==> src/rtl/joy_serializer_pkg.sv <==
// Shared joystick chain definitions: button indices, frame size and frame ordering.
// Used by joy_serializer and the matching host-side decoder.
package joy_serializer_pkg;

  localparam int JOY_BIT_UP    = 0;
  localparam int JOY_BIT_DOWN  = 1;
  localparam int JOY_BIT_LEFT  = 2;
  localparam int JOY_BIT_RIGHT = 3;
  localparam int JOY_BIT_FIRE1 = 4;
  localparam int JOY_BIT_FIRE2 = 5;
  localparam int JOY_BIT_FIRE3 = 6;
  localparam int JOY_BIT_START = 7;

  localparam int JOY_PORT_BITS  = 8;
  localparam int JOY_FRAME_BITS = 16;

  // Port 1 occupies the high byte so its start button is the first bit on the wire.
  localparam int JOY1_FRAME_LSB = 8;
  localparam int JOY2_FRAME_LSB = 0;

  typedef enum logic {
    MODE_SHIFT = 1'b0,
    MODE_LOAD  = 1'b1
  } joy_mode_e;

  function automatic logic [JOY_FRAME_BITS-1:0] joy_pack_frame(
    input logic [JOY_PORT_BITS-1:0] joy1,
    input logic [JOY_PORT_BITS-1:0] joy2
  );
    logic [JOY_FRAME_BITS-1:0] frame;
    frame = {JOY_FRAME_BITS{1'b1}};
    frame[JOY1_FRAME_LSB +: JOY_PORT_BITS] = joy1;
    frame[JOY2_FRAME_LSB +: JOY_PORT_BITS] = joy2;
    return frame;
  endfunction

endpackage

==> src/rtl/joy_debounce.sv <==
// Single-bit button debouncer: 2-flop synchronizer followed by a stability counter.
// Instantiated by joy_serializer only when JOY_SERIALIZER_DEBOUNCE_EN is defined.
module joy_debounce #(
  parameter int DEBOUNCE_CYCLES = 1024
) (
  input  logic clk,
  input  logic rst,
  input  logic din_i,
  output logic dout_o
);

  localparam int CW = $clog2(DEBOUNCE_CYCLES + 1);

  logic [1:0]    sync_q;
  logic          state_q, state_d;
  logic [CW-1:0] cnt_q, cnt_d;

  // Count consecutive samples that disagree with the accepted level; flip once enough agree.
  always_comb begin
    state_d = state_q;
    cnt_d   = {CW{1'b0}};
    if (sync_q[1] != state_q) begin
      if (cnt_q == CW'(DEBOUNCE_CYCLES - 1)) begin
        state_d = sync_q[1];
        cnt_d   = {CW{1'b0}};
      end else begin
        cnt_d = cnt_q + CW'(1);
      end
    end else begin
      cnt_d = {CW{1'b0}};
    end
  end

  always_ff @(posedge clk or posedge rst) begin
    if (rst) begin
      sync_q  <= 2'b11;
      state_q <= 1'b1;
      cnt_q   <= {CW{1'b0}};
    end else begin
      sync_q  <= {sync_q[0], din_i};
      state_q <= state_d;
      cnt_q   <= cnt_d;
    end
  end

  assign dout_o = state_q;

endmodule

==> src/rtl/joy_serializer.sv <==
// 74HC165-style joystick serializer driven by oversampled host joy_load_n / joy_clk strobes.
// Optional input debounce is enabled with the JOY_SERIALIZER_DEBOUNCE_EN macro.
module joy_serializer
  import joy_serializer_pkg::*;
#(
  parameter int SYNC_STAGES     = 2,
  parameter int FRAME_BITS      = JOY_FRAME_BITS,
  parameter int DEBOUNCE_CYCLES = 1024
) (
  input  logic       clk,
  input  logic       rst,
  input  logic [7:0] joy1_n,
  input  logic [7:0] joy2_n,
  input  logic       joy_clk,
  input  logic       joy_load_n,
  output logic       joy_data,
  output logic       frame_done,
  output logic [4:0] bit_count
);

  localparam logic [4:0] FRAME_CNT = 5'(FRAME_BITS);

  logic [JOY_FRAME_BITS-1:0] buttons_s;

`ifdef JOY_SERIALIZER_DEBOUNCE_EN
  logic [JOY_FRAME_BITS-1:0] raw_s;
  assign raw_s = joy_pack_frame(joy1_n, joy2_n);

  for (genvar g = 0; g < JOY_FRAME_BITS; g++) begin : g_deb
    joy_debounce #(.DEBOUNCE_CYCLES(DEBOUNCE_CYCLES)) u_deb (
      .clk    (clk),
      .rst    (rst),
      .din_i  (raw_s[g]),
      .dout_o (buttons_s[g])
    );
  end
`else
  logic unused_cfg_s;
  assign unused_cfg_s = ^32'(DEBOUNCE_CYCLES);
  assign buttons_s    = joy_pack_frame(joy1_n, joy2_n);
`endif

  logic [SYNC_STAGES-1:0] clk_sync_q, load_sync_q;
  logic                   clk_prev_q;
  logic                   clk_rise_s;
  joy_mode_e              mode_s;

  logic [FRAME_BITS-1:0]  shift_q, shift_d;
  logic [4:0]             count_q, count_d;
  logic                   done_q, done_d;
  logic                   data_q;

  assign clk_rise_s = clk_sync_q[SYNC_STAGES-1] & ~clk_prev_q;
  assign mode_s     = load_sync_q[SYNC_STAGES-1] ? MODE_SHIFT : MODE_LOAD;

  // Load is level-sensitive and dominates any coincident joy_clk edge.
  always_comb begin
    shift_d = shift_q;
    count_d = count_q;
    done_d  = 1'b0;
    case (mode_s)
      MODE_LOAD: begin
        shift_d = {FRAME_BITS{1'b1}};
        shift_d[FRAME_BITS-1 -: JOY_FRAME_BITS] = buttons_s;
        count_d = 5'd0;
      end
      MODE_SHIFT: begin
        if (clk_rise_s) begin
          shift_d = {shift_q[FRAME_BITS-2:0], 1'b1};
          if (count_q == FRAME_CNT) begin
            count_d = count_q;
          end else begin
            count_d = count_q + 5'd1;
          end
          done_d = (count_q == FRAME_CNT - 5'd1);
        end else begin
          shift_d = shift_q;
        end
      end
      default: begin
        shift_d = {FRAME_BITS{1'b1}};
        count_d = 5'd0;
      end
    endcase
  end

  // joy_data is taken from the next shift value so pin-to-data latency is SYNC_STAGES+1.
  always_ff @(posedge clk or posedge rst) begin
    if (rst) begin
      clk_sync_q  <= {SYNC_STAGES{1'b1}};
      load_sync_q <= {SYNC_STAGES{1'b1}};
      clk_prev_q  <= 1'b1;
      shift_q     <= {FRAME_BITS{1'b1}};
      count_q     <= 5'd0;
      done_q      <= 1'b0;
      data_q      <= 1'b1;
    end else begin
      clk_sync_q  <= {clk_sync_q[SYNC_STAGES-2:0], joy_clk};
      load_sync_q <= {load_sync_q[SYNC_STAGES-2:0], joy_load_n};
      clk_prev_q  <= clk_sync_q[SYNC_STAGES-1];
      shift_q     <= shift_d;
      count_q     <= count_d;
      done_q      <= done_d;
      data_q      <= shift_d[FRAME_BITS-1];
    end
  end

  assign joy_data   = data_q;
  assign frame_done = done_q;
  assign bit_count  = count_q;

endmodule

==> config.mk <==
export PLATFORM = sky130hd
export DESIGN_NAME = joy_serializer
export DESIGN_NICKNAME = d
export VERILOG_FILES = /design/src/rtl/joy_serializer_pkg.sv /design/src/rtl/joy_debounce.sv /design/src/rtl/joy_serializer.sv
export SDC_FILE = /design/constraint.sdc
export NUM_CORES = 1
export LEC_CHECK = 0
export BUFFER_PORTS_ARGS = -buffer_cell sky130_fd_sc_hd__buf_2
export CAP_MARGIN = 20
export CORE_UTILIZATION = 35
export CTS_CLUSTER_SIZE = 40
export DETAILED_ROUTE_END_ITERATION = 12
export PLACE_DENSITY = 0.61
export SYNTH_ARGS = -nofsm -noshare
export SYNTH_HDL_FRONTEND = slang
export SYNTH_SLANG_ARGS = --single-unit
export TNS_END_PERCENT = 20
==> constraint.sdc <==
create_clock -name clk -period 1.31 [get_ports clk]
set_input_delay 0.0655 -clock clk [delete_from_list [all_inputs] [get_ports clk]]
set_output_delay 0.0655 -clock clk [all_outputs]
set_load 0.005 [all_outputs]
==> flow_metrics.tcl, run 1 <==
set metrics [dict create \
    yosysUniqueCellTypes 25 \
    cts_sinks 27 \
    crit_end "bit_count[4]" \
    drt_pre_antenna_iters 3 \
    routed_wl_um 2110 \
    syn_nets 133 \
    synth.most_common_cell "dfstp_2" \
    slowest_stage "dfrtp_1" \
    p_clk_share_pct 21.5 \
    hpwl_um 1460 \
    power_frac_comb_pct 16.4 \
    cp-start-kind "flop" \
    dr_total_vias 922 \
    setup_slack_ps -71.3 \
    htree_levels 1 \
    r2r_setup_slack_ps -70 \
    period_needed_ps 1380 \
    fp.dieArea_um2 3770 \
    core_um2 3360 \
    synthArstFlopShare_pct 100 \
    grt.total_usage_pct 12.3 \
    yosysSeqAreaShare_pct 56.8 \
    finClkSkew_ps 7.23 \
    power.share.sequential_pct 62.1 \
    yosysTopAreaCell "dfstp_2" \
    worst_hold_path_type "primary input to async pin" \
    slowest_delay_ps 410 \
    io-pin-count 27 \
    critPathTopFamily "adder cells" \
    synth.area.top_cells "dfstp_2 45%, mux2i_1 14%, dfrtp_1 12%" \
    r2r-start "bit_count[1]" \
    diodes 0 \
    synthFlopType "dfstp_2" \
    r2r_cells 5 \
    layout-drive-gt1-share_pct 40.1 \
    ys.warnings.count 0 \
    die_x_um 61.4 \
    crit_type "flop to flop" \
    setup_viol 3 \
    grt_start_max_net_pins 29 \
    layout.nets 186 \
    synth_common_cells "21 x dfstp_2, 18 x nor2_1, 17 x mux2i_1" \
    intPower_mw 1.21 \
    p_switching_uw 362 \
    row_count 21 \
    design_area_um2 1710 \
    wire_per_inst_um 10.2 \
    cellPowerDensity_nw_per_um2 914 \
    timing.rr.end "bit_count[4]" \
    io_buffers 26 \
    syn2layout_area_growth_pct 38.7 \
    fill_cells 339 \
    fin_setup_tns_ps -133 \
    synth_top_area_share_pct 44.6 \
    place_area_um2 1470 \
    end_kind "flop" \
    status "finished with violations" \
    clock_path_buffers 2 \
    cts_tree "done" \
    synth_area_um2 1240 \
    drt_iter0_drc 6 \
    power.leakage_nw 0.824 \
    avgSynthCellArea_um2 11.2 \
    critPathBufInv 0 \
    crit_cells 5 \
    vias_per_cell 4.43 \
    cp-startpoint "bit_count[1]" \
    clock.fmax_ghz 0.724 \
    synth-edff-count 0 \
    ant_nets 0 \
    clk_pin_slew_ps 130 \
    post-route-drc-count 0 \
    postLayoutCoreUtil_pct 51.0 \
    violations "setup timing" \
    clockRootBuffer "clkbuf_4" \
    slew_violations 0 \
    worstPathRequired_ps 1510 \
    gp_congestion 0.752 \
    post-route-period-util_pct 105 \
    max_slew_margin_pct 78.2 \
    crit_path_max_fanout 2 \
    initial_core_util_pct 36.8 \
    antenna_found_initial 0 \
    clk_latency_ps 310 \
    finalHoldViolCount 0 \
    die_y_um 61.4 \
    cts_buffers 3 \
    drv_cap 0 \
    max-vdd-ir-drop_v 0.000575 \
    path_cells "ha_2 -> and3_4 -> ha_4 -> nor2_1 -> o31a_1" \
    grt_overflow 0 \
    ys_ff_latch 27 \
    grt_pass1_wl_um 3390 \
    tightest_slew_ps 327 \
    grt_setup_unrepaired "true" \
    p_sw_share_pct 23.1 \
    cp.arrival_ps 1580 \
    syn_inst 110 \
    grt_pass1_vias 793 \
]
-- metrics by stage --
| step | hold slack (ps) | total power [mW] | setup slack, ps | cells |
|---|---|---|---|---|
| 6_report | 340 | 1.57 | -71.3 | 208 |
| 5_1_grt | 354 | 1.65 | -124 | 208 |
| 4_1_cts | 341 | 1.59 | -89.0 | 208 |
| 3_5_place_dp | 140 | 1.20 | -89.1 | 184 |
| 3_3_place_gp | 137 | 1.20 | -53.6 | 184 |
| 2_1_floorplan | 70.0 | 1.12 | -82.5 | 110 |
-- cells in the final DEF (no fill, tap or decap), types with 2 or more instances in the layout --
master         netlist  layout
nand2_1              5       5
buf_4                0       7
inv_1                5       5
mux2i_1             17      17
dfstp_2             21      21
a21oi_1             15      15
buf_12               0       2
nor2_1              18      18
dfrtp_1              6       6
buf_2                1      26
dlygate4sd3_1        0      19
clkbuf_4             0       3
-- routing by layer --
layer	part of all wire (%)	vias up	track usage [%]	wire length [um]
li1	-	477	-	-
met4	0.90	0	4.76	19
met1	46	431	15.8	968
met5	0	-	0	0
met2	51	12	20.8	1080
met3	2.3	2	1.89	49
-- tightest hold or removal path, stage by stage --
cell           delay (ps)
dlygate4sd3_1         530
buf_2                 120
inv_1                  40
buf_4                 310
-- area by class of cell --
cell class	count	area [um2]	share of cell area [%]
Tap cell	46	57.6	3.36
Multi-Input combinational cell	72	497	29.0
Timing Repair Buffer	54	413	24.1
Clock buffer	4	26.3	1.53
Sequential cell	27	702	40.9
Inverter	5	18.8	1.09
-- what timing repair did --
action                     CTS  global route
buffers inserted             1             0
hold endpoints to repair    24             0
setup endpoints to repair    3             4
gates resized for setup      2             0
pin swaps                    1             1
hold buffers                19             0
-- power groups by stage --
stage	logic, mW	registers, mW	clock network, mW
global route	0.287	0.981	0.385
finish	0.257	0.974	0.337
detailed placement	0.216	0.988	0
floorplan	0.140	0.980	0
CTS	0.260	0.974	0.360
global placement	0.211	0.984	0
-- worst min-delay path by stage --
stage / from / to / cells after the start
after floorplan: joy_clk / clk_sync_q[0] / 0
after global placement: rst / bit_count[0] / 3
after detailed placement: rst / bit_count[0] / 3
after CTS: rst / bit_count[0] / 4
after global routing: rst / bit_count[0] / 4
final: rst / bit_count[0] / 4
-- state kept, by name, indices dropped and copies added, names as in the netlist --
signal / cells
clk_sync_q: 2
clk_prev_q: 1
bit_count: 5
shift_q: 16
frame_done: 1
load_sync_q: 2
-- logic make-up (layout without fill, tap and decap cells) --
| logic type | after synthesis | in the layout | share of synthesized area (%) |
|---|---|---|---|
| mux | 17 | 17 | 13.8 |
| fa+ha+maj | 3 | 3 | 3.04 |
| buf+inv | 11 | 63 | 4.66 |
| compound gates | 19 | 19 | 8.30 |
| simple gates | 32 | 32 | 12.8 |
| xor+xnor | 1 | 1 | 0.709 |
| flops | 27 | 27 | 56.8 |
(Power assumes the default switching activity.)
==> inputs of run 2 (changes only) <==
--- a/config.mk
+++ b/config.mk
@@ -11,6 +11,7 @@
 export CTS_CLUSTER_SIZE = 40
 export DETAILED_ROUTE_END_ITERATION = 12
 export PLACE_DENSITY = 0.61
+export SETUP_SLACK_MARGIN = 0.4
 export SYNTH_ARGS = -nofsm -noshare
 export SYNTH_HDL_FRONTEND = slang
 export SYNTH_SLANG_ARGS = --single-unit
==> run 2 against run 1 <==
Effect of this change:
- the run still ends with setup timing left
- maximum frequency shrank 1.6%
- sequential share of layout area shrank 2.6 points
- final cell count grew 1.9%
- clock power grew 2%
- via count grew 3.4%
- sequential cell count is the same
- critical path depth is the same
- utilization grew 3.5 points
- design area grew 6.9%
- clock skew shrank 2.4 ps
- register-to-register slack lost 20 ps
- largest power group unchanged
==> flow_metrics.tcl, run 2 (synthesis gave the netlist of run 1 again) <==
set metrics [dict create \
    power.leakage_nw 0.860 \
    grt_pass1_wl_um 3710 \
    max_slew_margin_pct 77.9 \
    post-route-drc-count 0 \
    finClkSkew_ps 4.85 \
    layout-drive-gt1-share_pct 50.0 \
    drv_cap 0 \
    largest_reg_flops 16 \
    setup_viol 3 \
    crit_end "bit_count[4]" \
    path_cells "ha_2 -> and3_4 -> ha_4 -> nor2_2 -> o31a_1" \
    period_needed_ps 1400 \
    r2r_setup_slack_ps -90 \
    r2r-start "bit_count[1]" \
    clk_pin_slew_ps 130 \
    grt_overflow 0 \
    tightest_slew_ps 332 \
    syn2layout_area_growth_pct 48.3 \
    cellPowerDensity_nw_per_um2 874 \
    grt_pass1_vias 891 \
    clock_path_buffers 2 \
    cts_buffers 3 \
    critPathTopFamily "adder cells" \
    r2r_cells 5 \
    finalHoldViolCount 0 \
    critPathBufInv 0 \
    cts_sinks 27 \
    cp.arrival_ps 1620 \
    io-pin-count 27 \
    layout.nets 190 \
    row_count 21 \
    crit_path_max_fanout 2 \
    mostFrequentLayoutCells "24 x buf_2, 21 x dfstp_2, 19 x dlygate4sd3_1, 17 x mux2i_1, 15 x a21oi_1" \
    gp_congestion 0.693 \
    wire_per_inst_um 10.8 \
    timing.rr.end "bit_count[4]" \
    vias_per_cell 4.50 \
    clock.fmax_ghz 0.712 \
    grt.total_usage_pct 13.7 \
    worst_hold_path_type "primary input to async pin" \
    crit_type "flop to flop" \
    end_kind "flop" \
    worstPathRequired_ps 1520 \
    grt_start_max_net_pins 28 \
    max-vdd-ir-drop_v 0.000692 \
    setup_slack_ps -94.4 \
    antenna_found_initial 0 \
    design_area_um2 1830 \
    power_mw 1.60 \
    post-route-period-util_pct 107 \
    initial_core_util_pct 36.8 \
    crit_cells 5 \
    violations "setup timing" \
    place_area_um2 1490 \
    routed_wl_um 2290 \
    fill_cells 325 \
    ant_nets 0 \
    slew_violations 0 \
    drt_pre_antenna_iters 4 \
    clockRootBuffer "clkbuf_4" \
    slowest_stage "dfrtp_1" \
    dp_slack_ps -61.6 \
    hold_ws_ps 334 \
    htree_levels 1 \
    hpwl_um 1490 \
    cts_tree "done" \
    dr_total_vias 953 \
    fp.dieArea_um2 3770 \
    diodes 0 \
    layout_commonest_cell "buf_2" \
    grt_setup_unrepaired "true" \
    clk_latency_ps 310 \
    core_um2 3360 \
    status "finished with violations" \
    die_x_um 61.4 \
    cp-start-kind "flop" \
    slowest_delay_ps 430 \
    io_buffers 26 \
    drt_iter0_drc 14 \
    largest_register "shift_q" \
    cp-startpoint "bit_count[1]" \
    die_y_um 61.4 \
]
==> run 2: cell types whose count changed in the layout (fill, tap and decap cells not counted), sizes merged <==
cell    change
buf         +4
clkbuf      -1
clkinv      +1
==> run 2: per-layer routing <==
metal  vias up  GRT usage (%)  part of all wire [%]
met5         -              0                     0
met4         0           4.76                  0.83
met3         2           2.52                   1.7
met2        11           24.4                    54
met1       455           16.7                    44
li1        485              -                     -
==> run 2: final cells by class <==
| cell class | count | area (um2) | share of cell area [%] |
|---|---|---|---|
| multi-input cells | 72 | 553 | 30.2 |
| flip-flops and latches | 27 | 703 | 38.4 |
| clock buffers | 3 | 22.5 | 1.23 |
| well taps | 46 | 57.6 | 3.14 |
| clock inverters | 1 | 5.00 | 0.273 |
| repair buffers | 58 | 470 | 25.7 |
| inverters | 5 | 21.3 | 1.16 |
==> run 2: what timing repair did <==
action                                  4_1_cts  5_1_grt
setup buffers                                 3        2
pin swaps                                    15       21
resized for setup                            11       12
hold buffers                                 19        0
endpoints found under the setup margin       28       29
hold endpoints to repair                     24        0
==> run 2: worst register-to-register path, stage by stage (launching register included) <==
cell and delay [ps]:
dfrtp_1 430, ha_2 210, and3_4 180, ha_4 250, nor2_2 30, o31a_1 220
==> run 2: stage by stage <==
step | cells | setup TNS (ps) | utilization, %
after floorplan | 110 | -72.9 | -
after global placement | 184 | -36.3 | 44.3
after detailed placement | 184 | -160 | 44.3
after CTS | 210 | -140 | 52.8
after global routing | 212 | -297 | 54.5
final | 212 | -169 | 54.5
==> run 2: worst min path at each step <==
stage,start,endpoint,slack [ps]
6_report,rst,bit_count[0],330
3_3_place_gp,rst,bit_count[0],130
4_1_cts,rst,bit_count[0],330
5_1_grt,rst,bit_count[0],340
3_5_place_dp,rst,bit_count[1],140
2_1_floorplan,joy_clk,clk_sync_q[0],70
==> run 2: power by group <==
part           internal, mW  switching (mW)
logic                 0.164           0.115
clock network         0.114           0.229
registers             0.940          0.0394
total                  1.22           0.384
